[config.mk]
export PLATFORM = sky130hd
export DESIGN_NAME = rx_ltssm
export DESIGN_NICKNAME = d
export VERILOG_FILES = /design/src/rtl/ltssm_pkg.sv /design/src/rtl/os_match_counter.sv /design/src/rtl/rx_ltssm.sv
export SDC_FILE = /design/constraint.sdc
export NUM_CORES = 1
export LEC_CHECK = 0
export CAP_MARGIN = 40
export CORE_MARGIN = 1.5
export CORE_UTILIZATION = 57
export CTS_CLUSTER_DIAMETER = 40
export CTS_CLUSTER_SIZE = 20
export DETAILED_ROUTE_END_ITERATION = 16
export PLACE_DENSITY = 0.85
export SYNTH_ARGS = -nofsm -noshare
export SYNTH_HDL_FRONTEND = slang
export SYNTH_SLANG_ARGS = --single-unit
export TNS_END_PERCENT = 1
[constraint.sdc]
create_clock -name Pclk -period 6.1 [get_ports Pclk]
set_clock_uncertainty 0.15 [all_clocks]
set_input_delay 0.915 -clock Pclk [delete_from_list [all_inputs] [get_ports Pclk]]
set_output_delay 0.915 -clock Pclk [all_outputs]
set_load 0.05 [all_outputs]
[src/rtl/ltssm_pkg.sv]
// rtl/ltssm_pkg.sv - shared LTSSM state codes, ordered-set types and match thresholds
package ltssm_pkg;

  typedef enum logic [3:0] {
    DetectQuiet                 = 4'b0000,
    DetectActive                = 4'b0001,
    PollingActive               = 4'b0010,
    PollingConfigration         = 4'b0011,
    ConfigrationLinkWidthStart  = 4'b0100,
    ConfigrationLinkWidthAccept = 4'b0101,
    ConfigrationLaneNumWait     = 4'b0110,
    ConfigrationLaneNumActive   = 4'b0111,
    ConfigrationComplete        = 4'b1000,
    ConfigrationIdle            = 4'b1001,
    L0                          = 4'b1010,
    Idle                        = 4'b1111
  } ltssmState_e;

  typedef enum logic [2:0] {
    OsTs1  = 3'b000,
    OsTs2  = 3'b001,
    OsIdle = 3'b100
  } osType_e;

  localparam logic [7:0] PadSymbol   = 8'hF7;
  localparam logic [3:0] ThreshLong  = 4'd8;
  localparam logic [3:0] ThreshShort = 4'd2;

endpackage

[src/rtl/os_match_counter.sv]
// rtl/os_match_counter.sv - saturating consecutive ordered-set match counter
module os_match_counter (
  input  logic       Pclk,
  input  logic       Reset,
  input  logic       Clear,
  input  logic       Match,
  input  logic       Mismatch,
  input  logic [3:0] Threshold,
  output logic [3:0] Count,
  output logic       Hit
);

  logic [3:0] nextCount;

  // Match together with Mismatch restarts the run with the current OS as its first member.
  always_comb begin
    nextCount = Count;
    if (Clear) begin
      nextCount = 4'd0;
    end else if (Match && Mismatch) begin
      nextCount = 4'd1;
    end else if (Mismatch) begin
      nextCount = 4'd0;
    end else if (Match && (Count != 4'd15)) begin
      nextCount = Count + 4'd1;
    end
  end

  assign Hit = Match && !Clear && (nextCount >= Threshold);

  always_ff @(posedge Pclk or negedge Reset) begin
    if (!Reset) begin
      Count <= 4'd0;
    end else begin
      Count <= nextCount;
    end
  end

endmodule

[src/rtl/rx_ltssm.sv]
// rtl/rx_ltssm.sv - receive-side LTSSM: ordered-set qualification, match counting, timeout exits
module rx_ltssm
  import ltssm_pkg::*;
#(
  parameter int          LANESNUMBER    = 16,
  parameter int          DEVICETYPE     = 0,
  parameter logic [7:0]  PAD            = PadSymbol,
  parameter logic [31:0] TIMEOUT_CYCLES = 32'd3000000
) (
  input  logic       Pclk,
  input  logic       Reset,
  input  logic [3:0] SetRXState,
  input  logic       OSValid,
  input  logic [2:0] OSType,
  input  logic [7:0] RxLinkNumber,
  input  logic [7:0] RxLaneNumber,
  input  logic [7:0] ReadLinkNum,
  output logic       RXFinishFlag,
  output logic [3:0] RXExitTo,
  output logic [7:0] WriteLinkNum,
  output logic       WriteLinkNumFlag
);

  localparam bit IsUpstream = (DEVICETYPE == 1);

  ltssmState_e State;
  ltssmState_e target;
  logic [31:0] timer;
  logic        done;
  logic [7:0]  seedLink;
  logic [3:0]  threshold;
  logic [3:0]  matchCount;
  logic        stateChange, timed, osMatch, osEvent;
  logic        isTs1, isTs2, isIdle, linkOk, laneOk;
  logic        upstreamLws, linkRestart;
  logic        cntMatch, cntMismatch, cntHit;
  logic        fireThresh, fireTimeout;
  logic        unusedLanes;

  assign unusedLanes = (LANESNUMBER > 0);

  assign stateChange = (SetRXState != State);
  assign isTs1       = (OSType == OsTs1);
  assign isTs2       = (OSType == OsTs2);
  assign isIdle      = (OSType == OsIdle);
  assign linkOk      = (RxLinkNumber == ReadLinkNum);
  assign laneOk      = (RxLaneNumber != PAD);

  always_comb begin
    timed     = 1'b1;
    osMatch   = 1'b0;
    threshold = ThreshLong;
    target    = DetectQuiet;
    case (State)
      PollingActive: begin
        osMatch = isTs1 || isTs2;
        target  = PollingConfigration;
      end
      PollingConfigration: begin
        osMatch = isTs2;
        target  = ConfigrationLinkWidthStart;
      end
      ConfigrationLinkWidthStart: begin
        // Upstream has no stored link yet, so it only needs a stable non-PAD proposal.
        osMatch   = isTs1 && (RxLinkNumber != PAD) && (IsUpstream || linkOk);
        threshold = ThreshShort;
        target    = ConfigrationLinkWidthAccept;
      end
      ConfigrationLaneNumWait: begin
        osMatch   = isTs1 && linkOk && laneOk;
        threshold = ThreshShort;
        target    = ConfigrationLaneNumActive;
      end
      ConfigrationLaneNumActive: begin
        osMatch   = isTs2 && linkOk && laneOk;
        threshold = ThreshShort;
        target    = ConfigrationComplete;
      end
      ConfigrationComplete: begin
        osMatch = isTs2 && linkOk;
        target  = ConfigrationIdle;
      end
      ConfigrationIdle: begin
        osMatch = isIdle;
        target  = L0;
      end
      default: timed = 1'b0;
    endcase
  end

  // A changed upstream link proposal starts a new run seeded by that link.
  assign upstreamLws = IsUpstream && (State == ConfigrationLinkWidthStart);
  assign linkRestart = upstreamLws && osMatch && (matchCount != 4'd0) && (RxLinkNumber != seedLink);

  assign osEvent     = OSValid && timed && !stateChange;
  assign cntMatch    = osEvent && osMatch;
  assign cntMismatch = osEvent && (!osMatch || linkRestart);

  os_match_counter uMatchCounter (
    .Pclk      (Pclk),
    .Reset     (Reset),
    .Clear     (stateChange),
    .Match     (cntMatch),
    .Mismatch  (cntMismatch),
    .Threshold (threshold),
    .Count     (matchCount),
    .Hit       (cntHit)
  );

  assign fireThresh  = cntHit && !done;
  assign fireTimeout = timed && !stateChange && !done && (timer == TIMEOUT_CYCLES);

  always_ff @(posedge Pclk or negedge Reset) begin
    if (!Reset) begin
      State            <= Idle;
      timer            <= 32'd0;
      done             <= 1'b0;
      seedLink         <= 8'h00;
      RXFinishFlag     <= 1'b0;
      RXExitTo         <= 4'b0000;
      WriteLinkNum     <= 8'h00;
      WriteLinkNumFlag <= 1'b0;
    end else begin
      State            <= ltssmState_e'(SetRXState);
      RXFinishFlag     <= fireThresh || fireTimeout;
      WriteLinkNumFlag <= 1'b0;
      if (stateChange) begin
        timer <= 32'd0;
        done  <= 1'b0;
      end else begin
        if (timed && (timer < TIMEOUT_CYCLES)) begin
          timer <= timer + 32'd1;
        end
        if (fireThresh || fireTimeout) begin
          done <= 1'b1;
        end
        // Threshold has priority over a timeout landing on the same edge.
        if (fireThresh) begin
          RXExitTo <= target;
          if (upstreamLws) begin
            WriteLinkNum     <= RxLinkNumber;
            WriteLinkNumFlag <= 1'b1;
          end
        end else if (fireTimeout) begin
          RXExitTo <= DetectQuiet;
        end
      end
      if (upstreamLws && cntMatch) begin
        seedLink <= RxLinkNumber;
      end
    end
  end

endmodule

==> impl_summary.log, run 1 <==
INFO  metric timing_max_transition_violations_final = 0
INFO  metric cts_tree = yes
INFO  metric drt_iter0_drc = 124
INFO  metric mapped_cell_area = 2700 µm²
INFO  metric hpwlAfterDp = 4040 µm
INFO  metric crit_path_end = done$_DFFE_PN0P_
INFO  metric final_hold_viol_count = 0
INFO  metric regToRegSetupSlack = 2.43 ns
INFO  metric routed_via_count = 2102
INFO  metric cts_repair_resizes = 0
INFO  metric crit-reg2reg-capture = done$_DFFE_PN0P_
INFO  metric violated_checks = DRC
INFO  metric clockPowerShare = 36.5%
INFO  metric dominant_synthesized_flop_cell = dfrtp_1
INFO  metric port_buffers = 38
INFO  metric tns = 0 ns
INFO  metric grt_setup_unrepaired = false
INFO  metric finalWirelength = 5430 µm
INFO  metric final.hold.worst_slack = 0.336 ns
INFO  metric nFillCells = 312
INFO  metric rr_worst_depth = 13
INFO  metric grt_pass1_vias = 2047
INFO  metric post_route_cells_drive_above_1_share = 8.78%
INFO  metric worst-endpoint-required = 6.12 ns
INFO  metric die_y = 71.8 µm
INFO  metric setup_repair_bufs_after_cts = 0
INFO  metric floorplan.io_pins = 48
INFO  metric max_slew_margin = 64.8%
INFO  metric area_growth = 18.1%
INFO  metric synth.yosys.warnings = 0
INFO  metric clock.fmax = 243 MHz
INFO  metric crit_start = OSType[0]
INFO  metric synth_top_area_share = 38.9%
INFO  metric wl_per_cell = 14.6 µm
INFO  metric grt_first_pass_wirelength = 9240 µm
INFO  metric timing.hold.worst.class = input port to asynchronous set/reset pin
INFO  metric synth.top_cells.by_area = dfrtp_1, xnor2_1, nor2_1
INFO  metric synth_enable_flop_cells = 0
INFO  metric initial_core_util = 60.8%
INFO  metric pwr_density_cell = 193 nW/µm²
INFO  metric netSwitchingPower = 0.151 mW
INFO  metric gp_congestion = 0.823
INFO  metric dieArea = 5160 µm²
INFO  metric cts-root-buf = clkbuf_8
INFO  metric sequential_share_of_power = 50.7%
INFO  metric core.rowCount = 24
INFO  metric setup_viol = 0
INFO  metric internal_power = 0.465 mW
INFO  metric drc = 1
INFO  metric h-tree-depth = 2
INFO  metric worstSkewPairLatency = 0.30 ns
INFO  metric period_minus_slack = 4.12 ns
INFO  metric critical_path_depth = 14
INFO  metric timing.final.crit_share = 67.5%
INFO  metric max_stage_delay_cell_worst_path = a2111oi_1
INFO  metric setup_slack = 1.98 ns
INFO  metric outcome = complete, but fails checks
INFO  metric synthesis.instances = 281
INFO  metric dpl_worst_slack = 1.76 ns
INFO  metric p_sw_share = 24.6%
INFO  metric antennaDiodeCount = 0
INFO  metric worst_setup_hold_path_clk_slew = 0.09 ns
INFO  metric synth-seq-cells = 46
INFO  metric routed_via_density = 5.67
INFO  metric source_of_the_worst_register_to_register_timing_path = State[1]$_DFF_PN1_
INFO  metric synth.lib_cells_used.distinct = 56
INFO  metric critPathTopFamily = compound AO/OA/AOI/OAI gates
INFO  metric drt-pass1-iter-count = 12
INFO  metric cts_buffer_depth = 2
INFO  metric path_buf_inv = 2
INFO  metric worst_path_cell_chain = clkdlybuf4s50_1 -> nor2_4 -> o2111ai_2 -> a2111oi_4 -> o21ai_2 -> and2_1 -> nor2_1 -> nand3_1 -> a21o_1 -> ha_1 -> inv_1 -> o211ai_2 -> a2111oi_1 -> nor3_1
INFO  metric relative_contribution_of_combinational_cells_to_total_power = 12.8%
INFO  metric largest_net_degree_at_the_start_of_global_routing = 43
INFO  metric cts_num_sinks = 46
INFO  metric ant_nets = 0
INFO  metric antenna_found_initial = 0
INFO  metric core = 4440 µm²
INFO  metric synth_largest_area_cell = dfrtp_1
INFO  metric irDropWorstVdd = 0.000186 V
INFO  metric critPathLaunchType = input port
INFO  metric max-cap-violations = 0
INFO  metric cts_inserted_buffers = 5
INFO  metric num-nets-final = 357
INFO  metric crit_arrival = 4.14 ns
INFO  metric finalPower = 0.616 mW
INFO  metric power.leakage = 1.27 nW
INFO  metric slowest_delay = 0.54 ns
INFO  metric max_slew.worst_pin.slew = 0.523 ns
INFO  metric layout.core_utilization = 71.8%
INFO  metric synth-async-reset-ratio = 100%
INFO  metric cts_hold_repair.buffers = 0
INFO  metric grt_use_total = 22.8%
INFO  metric synth-seq-area-share = 42.8%
INFO  metric grt-ovfl-total = 0
INFO  metric die-width = 71.8 µm
INFO  metric maximum_fanout_encountered_on_the_critical_timing_path = 5
INFO  metric synthesized_area_per_cell = 9.61 µm²
INFO  metric timing.critical_path.to_type = register
INFO  metric critical_path_class = input port to register
## flip-flops by register name (all words and copies together) (netlist names)
signal,flops
RXFinishFlag,1
timer,32
RXExitTo,4
State,4
done,1
uMatchCounter.Count,4
## metrics by stage
| stage | instance area [µm²] | std cells |
|---|---|---|
| after floorplan | 2730 | 289 |
| after global placement | 3060 | 362 |
| after detailed placement | 3080 | 363 |
| after CTS | 3190 | 371 |
| after global routing | 3190 | 371 |
| final | 3190 | 371 |
## cell families (layout without fill, tap and decap cells)
logic type	Yosys count	in the layout	synth area share, %
and+or+nand+nor	113	113	22.0
DFF	46	46	42.8
AOI/OAI and AO/OA	44	44	14.8
buffers and inverters	39	69	7.32
xor gates and xnor gates	33	33	10.7
adders and majority gates	5	5	2.32
other	1	9	0.139
## layout by cell type (no fill, tap or decap), types with 6 or more instances in the layout
master and count:
and3_1 7, dfrtp_1 42, nand2_1 12, xor2_1 13, nor3_1 9, conb_1 9, inv_1 21, nor4_1 6
xnor2_1 20, nand3_1 8, nand4_1 11, nor2_1 39, a21oi_1 9, clkdlybuf4s50_1 37
## final cells by class
type                    instances  area, µm²  area share, %
clock inverters                 2       37.5           1.18
multi-input cells             204       1380           43.2
repair buffers                 40        403           12.6
inverters                      21       78.8           2.47
well taps                      52       65.1           2.04
clock buffers                   6       72.6           2.27
flip-flops and latches         46       1160           36.2
## worst reg2reg max path: cells and delay by family, from the launching register on
family / cells / cell delay [ns]
and+or+nand+nor: 6 / 1.24
DFF: 1 / 0.66
AOI/OAI and AO/OA: 5 / 1.16
buffers and inverters: 1 / 0.07
adders and majority gates: 1 / 0.27
## how the worst min path moves through the flow
| stage | start | to | cells after the start |
|---|---|---|---|
| floorplan | timer[25]$_DFFE_PN0P_ | timer[25]$_DFFE_PN0P_ | 2 |
| global placement | RXExitTo[3]$_DFFE_PN0P_ | RXExitTo[3]$_DFFE_PN0P_ | 1 |
| detailed placement | timer[24]$_DFFE_PN0P_ | timer[24]$_DFFE_PN0P_ | 2 |
| CTS | Reset | timer[25]$_DFFE_PN0P_ | 1 |
| global route | Reset | timer[25]$_DFFE_PN0P_ | 1 |
| finish | Reset | timer[25]$_DFFE_PN0P_ | 1 |
## cell usage after synthesis, types with 2 or more instances
cell type and number:
nor3b_1 2, nand3b_1 2, ha_1 5, buf_6 2, nor2_1 39, a2111oi_4 2, a21o_1 2, nand2b_1 2
nand2_1 12, a32o_1 5, nor3_1 9, inv_1 21, clkbuf_1 4, xnor2_1 20, nand4b_1 2, buf_2 2
and2_1 2, nand3_1 8, or2_2 2, o211ai_1 3, and3_1 7, nor4_1 6, nand4_1 11, xor2_1 13
buf_4 9, o21ai_0 4, a21oi_1 9, o2111ai_1 2, o211a_1 2, dfrtp_1 42, o21a_1 2, dfstp_2 4
## power by group through the flow
stage                     Sequential, mW  Combinational [mW]  Clock, mW
after global placement             0.318              0.0759          0
final                              0.312              0.0790      0.225
after detailed placement           0.318              0.0790          0
after global routing               0.313              0.0860      0.239
after floorplan                    0.314              0.0505          0
after CTS                          0.312              0.0795      0.228
## layer usage
| metal | routed length [µm] | track usage, % |
|---|---|---|
| met5 | 0 | 0 |
| met1 | 2380 | 27.9 |
| met2 | 2670 | 40.2 |
| met4 | 94 | 7.55 |
| met3 | 287 | 4.36 |
Power figures use the tool's default switching activity.
==> run 2, diff against run 1 <==
CORE_UTILIZATION = 53   (was 57)
PLACE_DENSITY = 0.8   (was 0.85)
clock period = 4.3 ns   (was 6.1 ns; I/O delays follow)
==> run 2 against run 1 <==
The flow now finishes without violations. Cell area up 0.59%. Critical path type unchanged. Hold slack got worse by 0.21 ns. Sequential power increased by 42%. Sequential share of layout area is 0.21 points lower. Worst setup slack got worse by 1.4 ns. Sequential cell count did not move. Global-route usage down 2.8 points.
==> impl_summary.log, run 2 (synthesis gave the netlist of run 1 again) <==
INFO  metric outcome = finished clean
INFO  metric clock.fmax = 265 MHz
INFO  metric wl_per_cell = 13.3 µm (-9.1%)
INFO  metric antennaDiodeCount = 0 (unchanged)
INFO  metric tns = 0 ns (unchanged)
INFO  metric num-nets-final = 357 (unchanged)
INFO  metric grt_first_pass_wirelength = 8410 µm (-9.0%)
INFO  metric period_minus_slack = 3.77 ns
INFO  metric critical_path_class = input port to register
INFO  metric rr_worst_depth = 13 (unchanged)
INFO  metric antenna_found_initial = 0 (unchanged)
INFO  metric cts_tree = yes
INFO  metric core.rowCount = 25 (+4.2%)
INFO  metric timing.critical_path.to_type = register
INFO  metric pwr_density_cell = 271 nW/µm² (+40%)
INFO  metric hpwlAfterDp = 3900 µm (-3.5%)
INFO  metric timing.final.crit_share = 87.7%
INFO  metric sequential_share_of_power = 51.0% (+0.3 points)
INFO  metric timing_max_transition_violations_final = 0 (unchanged)
INFO  metric final_design_area_no_fill = 3210 µm² (+0.59%)
INFO  metric grt_setup_unrepaired = false
INFO  metric cts_num_sinks = 46 (unchanged)
INFO  metric cts_hold_repair.buffers = 0 (unchanged)
INFO  metric max_slew.worst_pin.slew = 0.535 ns (+0.0121 ns)
INFO  metric post_route_cells_drive_above_1_share = 8.78% (unchanged)
INFO  metric gp_congestion = 0.841 (+2.2%)
INFO  metric grt_use_total = 19.9% (-2.8 points)
INFO  metric cts_inserted_buffers = 5 (unchanged)
INFO  metric drt-pass1-iter-count = 4 (-8)
INFO  metric dpl_cell_area = 3100 µm² (+0.61%)
INFO  metric routed_via_density = 5.38 (-5.0%)
INFO  metric die-width = 74.4 µm (+3.5%)
INFO  metric core = 4820 µm² (+8.4%)
INFO  metric h-tree-depth = 2 (unchanged)
INFO  metric crit_arrival = 3.79 ns (-0.35 ns)
INFO  metric ant_nets = 0 (unchanged)
INFO  metric initial_core_util = 56.1% (-4.7 points)
INFO  metric max-cap-violations = 0 (unchanged)
INFO  metric setup_viol = 0 (unchanged)
INFO  metric setup_repair_bufs_after_cts = 0 (unchanged)
INFO  metric cts-root-buf = clkbuf_8
INFO  metric largest_net_degree_at_the_start_of_global_routing = 38 (-12%)
INFO  metric drt_iter0_drc = 104 (-16%)
INFO  metric irDropWorstVdd = 0.000264 V (+42%)
INFO  metric worst_setup_hold_path_clk_slew = 0.08 ns (about the same)
INFO  metric grt_pass1_vias = 1903 (-7.0%)
INFO  metric p_sw_share = 24.1% (-0.46 points)
INFO  metric critPathLaunchType = input port
INFO  metric drc = 0 (-1)
INFO  metric power.leakage = 1.27 nW (unchanged)
INFO  metric dieArea = 5530 µm² (+7.2%)
INFO  metric timing.hold.worst.class = input port to asynchronous set/reset pin
INFO  metric clockPowerShare = 36.3% (-0.2 points)
INFO  metric number_of_flip_flops_in_the_largest_register = 32 (unchanged)
INFO  metric port_buffers = 38 (unchanged)
INFO  metric largest_register_by_flop_count = timer
INFO  metric layout.cells.most_common_list = dfrtp_1, nor2_1, clkdlybuf4s50_1, inv_1, xnor2_1
INFO  metric maximum_fanout_encountered_on_the_critical_timing_path = 5 (unchanged)
INFO  metric floorplan.io_pins = 48 (unchanged)
INFO  metric worstSkewPairLatency = 0.30 ns (about the same)
INFO  metric cts_buffer_depth = 2 (unchanged)
INFO  metric area_growth = 18.8%
INFO  metric relative_contribution_of_combinational_cells_to_total_power = 12.8% (about the same)
INFO  metric finalWirelength = 5140 µm (-5.4%)
INFO  metric cts_repair_resizes = 0 (unchanged)
INFO  metric layout_commonest_cell = dfrtp_1
INFO  metric max_slew_margin = 64.0% (-0.82 points)
INFO  metric final_hold_viol_count = 0 (unchanged)
INFO  metric internal_power = 0.659 mW (+42%)
INFO  metric die_y = 74.4 µm (+3.5%)
INFO  metric netSwitchingPower = 0.209 mW (+38%)
INFO  metric grt-ovfl-total = 0 (unchanged)
INFO  metric routed_via_count = 2077 (-1.2%)
INFO  metric worst-endpoint-required = 4.32 ns (-1.80 ns)
-- run 2: cell counts in the layout (fill, tap and decap cells not counted) --
Identical to the previous run, type by type.
-- run 2: worst max-delay path, stage by stage --
cell	delay (ns)
clkdlybuf4s50_1	0.53
nor2_4	0.13
o2111ai_2	0.15
a2111oi_4	0.40
o21ai_2	0.15
and2_1	0.20
nor2_1	0.17
nand3_1	0.13
a21o_1	0.19
ha_1	0.26
inv_1	0.08
o211ai_2	0.13
a2111oi_1	0.52
nor3_1	0.09
-- run 2: final timing paths --
path                            slack, ns                   from               endpoint
worst max-delay path                 0.53              OSType[0]       done$_DFFE_PN0P_
worst min-delay path                 0.13                  Reset  timer[25]$_DFFE_PN0P_
worst max register to register       0.71     State[1]$_DFF_PN1_       done$_DFFE_PN0P_
worst min register to register       0.35  timer[29]$_DFFE_PN0P_  timer[29]$_DFFE_PN0P_
max in group asynchronous            3.32                  Reset     State[1]$_DFF_PN1_
min in group Pclk                    0.35  timer[29]$_DFFE_PN0P_  timer[29]$_DFFE_PN0P_
-- run 2: cell type report --
cell class,instances,area [µm²]
clock buffers,6,72.6
clock inverters,2,37.5
fillers,400,1610
inverters,21,78.8
multi-input cells,204,1380
flip-flops and latches,46,1160
well taps,67,83.8
repair buffers,40,403
-- run 2: layer usage --
layer  up-vias  global-route usage [%]  share of wire, %
met4         0                    6.46               1.2
li1       1037                       -                 -
met5         -                       0                 0
met3         7                    5.28               6.4
met2        52                    32.8                46
met1       981                    25.8                46
-- run 2: power by group through the flow --
stage               Sequential [mW]  Combinational (mW)  Clock [mW]
floorplan                     0.446              0.0716           0
detailed placement            0.451               0.111           0
finish                        0.443               0.111       0.315
CTS                           0.443               0.112       0.321
global placement              0.451               0.108           0
global route                  0.443               0.121       0.339
-- run 2: through the flow --
stage | util, % | worst slack, ns | cells | hold slack (ns) | total power [mW]
floorplan | - | 1.10 | 289 | 0.199 | 0.518
global placement | 63.9 | 0.463 | 377 | 0.334 | 0.559
detailed placement | 64.3 | 0.343 | 378 | 0.337 | 0.562
CTS | 66.6 | 0.561 | 386 | 0.136 | 0.876
global route | 66.6 | 0.318 | 386 | 0.154 | 0.904
finish | 66.6 | 0.530 | 386 | 0.125 | 0.869
==> run 3, diff against run 2 <==
CORE_ASPECT_RATIO = 1.75   (was unset)
==> run 3 against run 2 <==
Hold slack is essentially flat. Sequential share of layout area grew 0.16 points. Final cell count shrank 3.4%. Fmax grew 2.2%. Register-to-register slack gained 0.14 ns. Sequential cell count is the same. Combinational power is essentially flat. Highest routed layer unchanged.
==> impl_summary.log, run 3 (synthesis gave the netlist of run 1 again) <==
INFO  metric timing_max_transition_violations_final = 0 (unchanged)
INFO  metric drt-pass1-iter-count = 4 (unchanged)
INFO  metric post_route_cells_drive_above_1_share = 9.09% (+0.31 points)
INFO  metric irDropWorstVdd = 0.000305 V (+16%)
INFO  metric regToRegSetupSlack = 0.85 ns (+0.14 ns)
INFO  metric critical_path_class = input port to register
INFO  metric timing.final.crit_share = 85.7% (-1.9 points)
INFO  metric worst_setup_hold_path_clk_slew = 0.09 ns (about the same)
INFO  metric drc = 0 (unchanged)
INFO  metric multi_input_gate_area = 1380 µm² (unchanged)
INFO  metric outcome = finished clean
INFO  metric critPathLaunchType = input port
INFO  metric core.rowCount = 34 (+36%)
INFO  metric cts_buffer_depth = 2 (unchanged)
INFO  metric crit-reg2reg-capture = done$_DFFE_PN0P_
INFO  metric worstSkewPairLatency = 0.29 ns (about the same)
INFO  metric finalWirelength = 5630 µm (+9.5%)
INFO  metric grt_setup_unrepaired = false
INFO  metric pwr_density_cell = 274 nW/µm² (+1.1%)
INFO  metric cts_repair_resizes = 0 (unchanged)
INFO  metric die_y = 97.4 µm (+31%)
INFO  metric clock.fmax = 271 MHz (+2.2%)
INFO  metric largest_net_degree_at_the_start_of_global_routing = 34 (-11%)
INFO  metric dpl.cell_count = 365 (-3.4%)
INFO  metric tns = 0 ns (unchanged)
INFO  metric max_slew_margin = 61.3% (-2.8 points)
INFO  metric crit_start = OSType[0]
INFO  metric die-width = 57.0 µm (-23%)
INFO  metric grt-ovfl-total = 0 (unchanged)
INFO  metric cts_num_sinks = 46 (unchanged)
INFO  metric cts_hold_repair.buffers = 0 (unchanged)
INFO  metric source_of_the_worst_register_to_register_timing_path = State[1]$_DFF_PN1_
INFO  metric port_buffers = 38 (unchanged)
INFO  metric setup_repair_bufs_after_cts = 0 (unchanged)
INFO  metric nFillCells = 425 (+6.3%)
INFO  metric maximum_fanout_encountered_on_the_critical_timing_path = 5 (unchanged)
INFO  metric cts_tree = yes
INFO  metric dieArea = 5550 µm² (+0.30%)
INFO  metric setup_viol = 0 (unchanged)
INFO  metric max-cap-violations = 0 (unchanged)
INFO  metric layout.cells.non_filler = 373 (-3.4%)
INFO  metric routed_via_density = 5.60 (+4.1%)
INFO  metric worst-endpoint-required = 4.31 ns (about the same)
INFO  metric final.hold.worst_slack = 0.125 ns (+0.0000340 ns)
INFO  metric antenna_found_initial = 0 (unchanged)
INFO  metric timing.critical_path.to_type = register
INFO  metric core = 4930 µm² (+2.4%)
INFO  metric drt_iter0_drc = 53 (-49%)
INFO  metric gp_congestion = 0.860 (+2.3%)
INFO  metric initial_core_util = 54.7% (-1.3 points)
INFO  metric cts-root-buf = clkbuf_8
INFO  metric crit_arrival = 3.70 ns (-0.09 ns)
INFO  metric grt_first_pass_wirelength = 9420 µm (+12%)
INFO  metric antennaDiodeCount = 0 (unchanged)
INFO  metric h-tree-depth = 2 (unchanged)
INFO  metric floorplan.io_pins = 48 (unchanged)
INFO  metric layout.cells.most_common_list = dfrtp_1, nor2_1, clkdlybuf4s50_1, inv_1, xnor2_1
INFO  metric timing.hold.worst.class = input port to asynchronous set/reset pin
INFO  metric cts_inserted_buffers = 5 (unchanged)
INFO  metric routed_via_count = 2090 (+0.63%)
INFO  metric hpwlAfterDp = 4420 µm (+13%)
INFO  metric number_of_flip_flops_in_the_largest_register = 32 (unchanged)
INFO  metric crit_path_end = done$_DFFE_PN0P_
INFO  metric wl_per_cell = 15.1 µm (+13%)
INFO  metric rr_worst_depth = 13 (unchanged)
INFO  metric layout_commonest_cell = dfrtp_1
INFO  metric area_growth = 18.3%
INFO  metric grt_use_total = 21.3% (+1.4 points)
INFO  metric num-nets-final = 357 (unchanged)
INFO  metric final_hold_viol_count = 0 (unchanged)
INFO  metric regArea = 1160 µm² (unchanged)
INFO  metric ant_nets = 0 (unchanged)
INFO  metric grt_pass1_vias = 2139 (+12%)
INFO  metric max_slew.worst_pin.slew = 0.579 ns (+0.0437 ns)
INFO  metric period_minus_slack = 3.69 ns (-0.0826 ns)
INFO  metric power.leakage = 1.28 nW (+0.56%)
INFO  metric largest_register_by_flop_count = timer
==> run 3: changes by cell type in the layout (fill, tap and decap cells not counted), sizes merged <==
cell and delta:
clkinvlp -1, clkinv +1, inv +1, clkbuf -1
==> run 3: metrics by stage <==
| stage | total power [mW] | instance area (µm²) | util, % | worst slack (ns) |
|---|---|---|---|---|
| after global placement | 0.560 | 3060 | 62.1 | 0.471 |
| after CTS | 0.887 | 3200 | 64.8 | 0.625 |
| after floorplan | 0.518 | 2730 | - | 1.10 |
| after detailed placement | 0.564 | 3080 | 62.5 | 0.320 |
| final | 0.874 | 3200 | 64.8 | 0.613 |
| after global routing | 0.912 | 3200 | 64.8 | 0.371 |
==> run 3: area by class of cell <==
class,count,area share (%)
clock buffer,5,2.15
inverter,21,2.47
tap,54,2.11
timing repair buffer,40,12.6
multi-input combinational,204,43.1
clock inverter,3,1.37
sequential,46,36.2
==> run 3: worst min path at each step <==
stage,end,slack (ns),cells after the start
after floorplan,RXExitTo[0]$_DFFE_PN0P_,0.20,0
after global placement,RXExitTo[0]$_DFFE_PN0P_,0.32,1
final,timer[20]$_DFFE_PN0P_,0.13,1
after detailed placement,timer[25]$_DFFE_PN0P_,0.34,2
after global routing,timer[30]$_DFFE_PN0P_,0.15,1
after CTS,timer[30]$_DFFE_PN0P_,0.13,1
==> run 3: critical path: stages <==
cell	delay, ns
clkdlybuf4s50_1	0.53
nor2_4	0.13
o2111ai_2	0.16
a2111oi_4	0.41
o21ai_2	0.15
and2_1	0.20
nor2_1	0.18
nand3_1	0.14
a21o_1	0.20
ha_1	0.27
inv_1	0.07
o211ai_2	0.12
a2111oi_1	0.41
nor3_1	0.09
==> run 3: power by group <==
part / switching [mW] / internal (mW) / total, mW
clock network: 0.145 / 0.174 / 0.319
logic: 0.0629 / 0.0495 / 0.112
registers: 0.00647 / 0.436 / 0.443
total: 0.214 / 0.660 / 0.874
==> run 3: layer usage <==
| layer | vias to the layer above | wire length [µm] | track usage, % |
|---|---|---|---|
| met1 | 992 | 2120 | 22.4 |
| li1 | 1031 | - | - |
| met5 | - | 0 | 0 |
| met3 | 14 | 231 | 3.20 |
| met4 | 0 | 184 | 10.4 |
| met2 | 53 | 3090 | 39.6 |
==> RTL change: new RTL, config.mk and constraints of run 3 <==
Make the reset (`Reset`) synchronous in 2 clocked blocks.
--- a/src/rtl/os_match_counter.sv
+++ b/src/rtl/os_match_counter.sv
@@ -28,7 +28,7 @@
 
   assign Hit = Match && !Clear && (nextCount >= Threshold);
 
-  always_ff @(posedge Pclk or negedge Reset) begin
+  always_ff @(posedge Pclk) begin
     if (!Reset) begin
       Count <= 4'd0;
     end else begin
--- a/src/rtl/rx_ltssm.sv
+++ b/src/rtl/rx_ltssm.sv
@@ -110,7 +110,7 @@
   assign fireThresh  = cntHit && !done;
   assign fireTimeout = timed && !stateChange && !done && (timer == TIMEOUT_CYCLES);
 
-  always_ff @(posedge Pclk or negedge Reset) begin
+  always_ff @(posedge Pclk) begin
     if (!Reset) begin
       State            <= Idle;
       timer            <= 32'd0;
Behaviour: differs if Reset is asserted again (counterexample within 4 cycles, from zero or initial values and one cycle with Reset low); with Reset held inactive, the same outputs for 10 cycles.
==> RTL change against run 3 <==
- critical path depth shrank 1
- total power shrank 5.5%
- worst setup slack gained 19 ps
- sequential cell count is the same
- sequential power shrank 2%
- hold slack gained 190 ps
- sequential share of layout area shrank 4.7 points
- final area shrank 8.4%
- routed wire length shrank 8.8%
- synthesized area shrank 8.9%
- highest routed layer unchanged
==> RTL change: results (changes against run 3) <==
metric	value	unit	change
clk_latency	300	ps	
insertedDiodeCount	0		unchanged
relSlewSlack	0.559		-0.0538
yosysWarningCount	0		unchanged
ant_nets	0		unchanged
detailedPlacementHpwl	3970	µm	-10%
first_global_vias	2040		-4.6%
synthTopCellsByArea	dfxtp_1, xor2_1, nor2_1		
dr.pass1.iters	4		unchanged
hp-class	register to register		
critPathMaxStageDelay	560	ps	+30 ps
cts_resized	0		unchanged
hp-start	timer[25]$_SDFFE_PP0P_		
crit_family	compound AO/OA/AOI/OAI gates		
num-nets-final	354		-0.84%
yosysUniqueCellTypes	50		-11%
p_sw	0.192	mW	-11%
reg2reg_depth	12		-1
holdPathStages	1		
routed_wl	5130	µm	-8.8%
status	finished clean		
rrSetupSlack	900	ps	+50 ps
cts_setup_buffers	0		unchanged
cts_buffer_depth	2		unchanged
initialDrtViolationCount	36		-32%
min_to	timer[25]$_SDFFE_PP0P_		
arrival	3710	ps	about the same
grt_max_degree	24		-29%
r2r-start	State[2]$_SDFF_PN1_		
antenna_found_initial	0		unchanged
port_buffers	38		unchanged
largest_register_ffs	32		unchanged
n_fill_cell	375		-12%
ys_ff_latch	46		unchanged
p_leak	1.07	nW	-17%
drive_gt1_frac	0.0665		-0.0245
ys_seq_area_frac	0.374		-0.0538
via_per_inst	5.54		-1.1%
gr-usage-all-layers	0.224		+0.0102
grt_pass1_wl	8440	µm	-10%
cts_made_buffers	5		unchanged
peakVddDrop	0.205	mV	-33%
critical_path.slowest_cell	clkdlybuf4s50_1		
gp_congestion	0.794		-7.7%
worstPathMaxFanout	6		+1
top_register	timer		
h-tree-depth	2		unchanged
async_flop_share	0		-1.00
rr_endpoint	done$_SDFFE_PP0P_		
synthTopCellsByCount	dfxtp_1, nor2_1, nand2_1, xor2_1, and2_1		
-- RTL change: cell types whose count changed after synthesis, sizes merged, moves of 5 or more --
cell,run 3,this run
and2,2,14
dfrtp,42,0
dfxtp,0,46
inv,21,7
mux2i,0,5
nand2,12,18
nand2b,2,7
nor2,40,32
xnor2,20,13
-- RTL change: cell families (layout without fill, tap and decap cells) --
kind of cell | after synthesis | after routing | synth area share
AND/OR/NAND/NOR | 134 | 134 | 0.308
flip-flops | 46 | 46 | 0.374
AO/OA/AOI/OAI | 31 | 31 | 0.0946
XOR/XNOR | 30 | 30 | 0.107
buffers and inverters | 26 | 55 | 0.0651
multiplexers | 6 | 6 | 0.0249
adder cells (fa/ha/maj) | 5 | 5 | 0.0254
other | 1 | 9 | 0.00152
-- RTL change: worst max-delay path by stage --
stage / slack (ps) / to / startpoint / cells past startpoint
after global placement: 380 / done$_SDFFE_PP0P_ / RxLinkNumber[0] / 12
after detailed placement: 330 / done$_SDFFE_PP0P_ / OSType[0] / 13
after floorplan: 850 / done$_SDFFE_PP0P_ / ReadLinkNum[4] / 12
after CTS: 650 / done$_SDFFE_PP0P_ / RxLinkNumber[0] / 12
after global routing: 460 / done$_SDFFE_PP0P_ / RxLinkNumber[5] / 12
final: 630 / done$_SDFFE_PP0P_ / OSType[0] / 13
-- RTL change: area by class of cell --
type,instances,share of cell area
Clock buffer,8,0.0376
Inverter,7,0.00898
Multi-Input combinational cell,215,0.482
Sequential cell,46,0.315
Tap cell,51,0.0218
Timing Repair Buffer,40,0.135
-- RTL change: metrics by stage --
stage	cell area [µm²]	power (mW)	std cells	hold WS [ps]	setup slack, ps
5_1_grt	2930	0.862	367	332	461
2_1_floorplan	2490	0.502	287	270	847
6_report	2930	0.826	367	312	632
4_1_cts	2930	0.833	367	312	645
3_5_place_dp	2820	0.535	359	287	332
3_3_place_gp	2820	0.534	359	284	379
-- RTL change: per-layer routing --
layer	vias to the layer above	part of all wire	wire [µm]	global-route usage
met2	48	0.55	2830	0.425
li1	1028	-	-	-
met1	949	0.37	1910	0.215
met3	9	0.051	262	0.0415
met4	0	0.024	124	0.0979
met5	-	0	0	0
-- RTL change: power groups by stage --
stage	combinational, mW	clock (mW)	sequential [mW]
after global placement	0.0901	0	0.444
final	0.0915	0.301	0.434
after CTS	0.0918	0.308	0.434
after detailed placement	0.0915	0	0.444
after floorplan	0.0632	0	0.439
after global routing	0.100	0.328	0.434
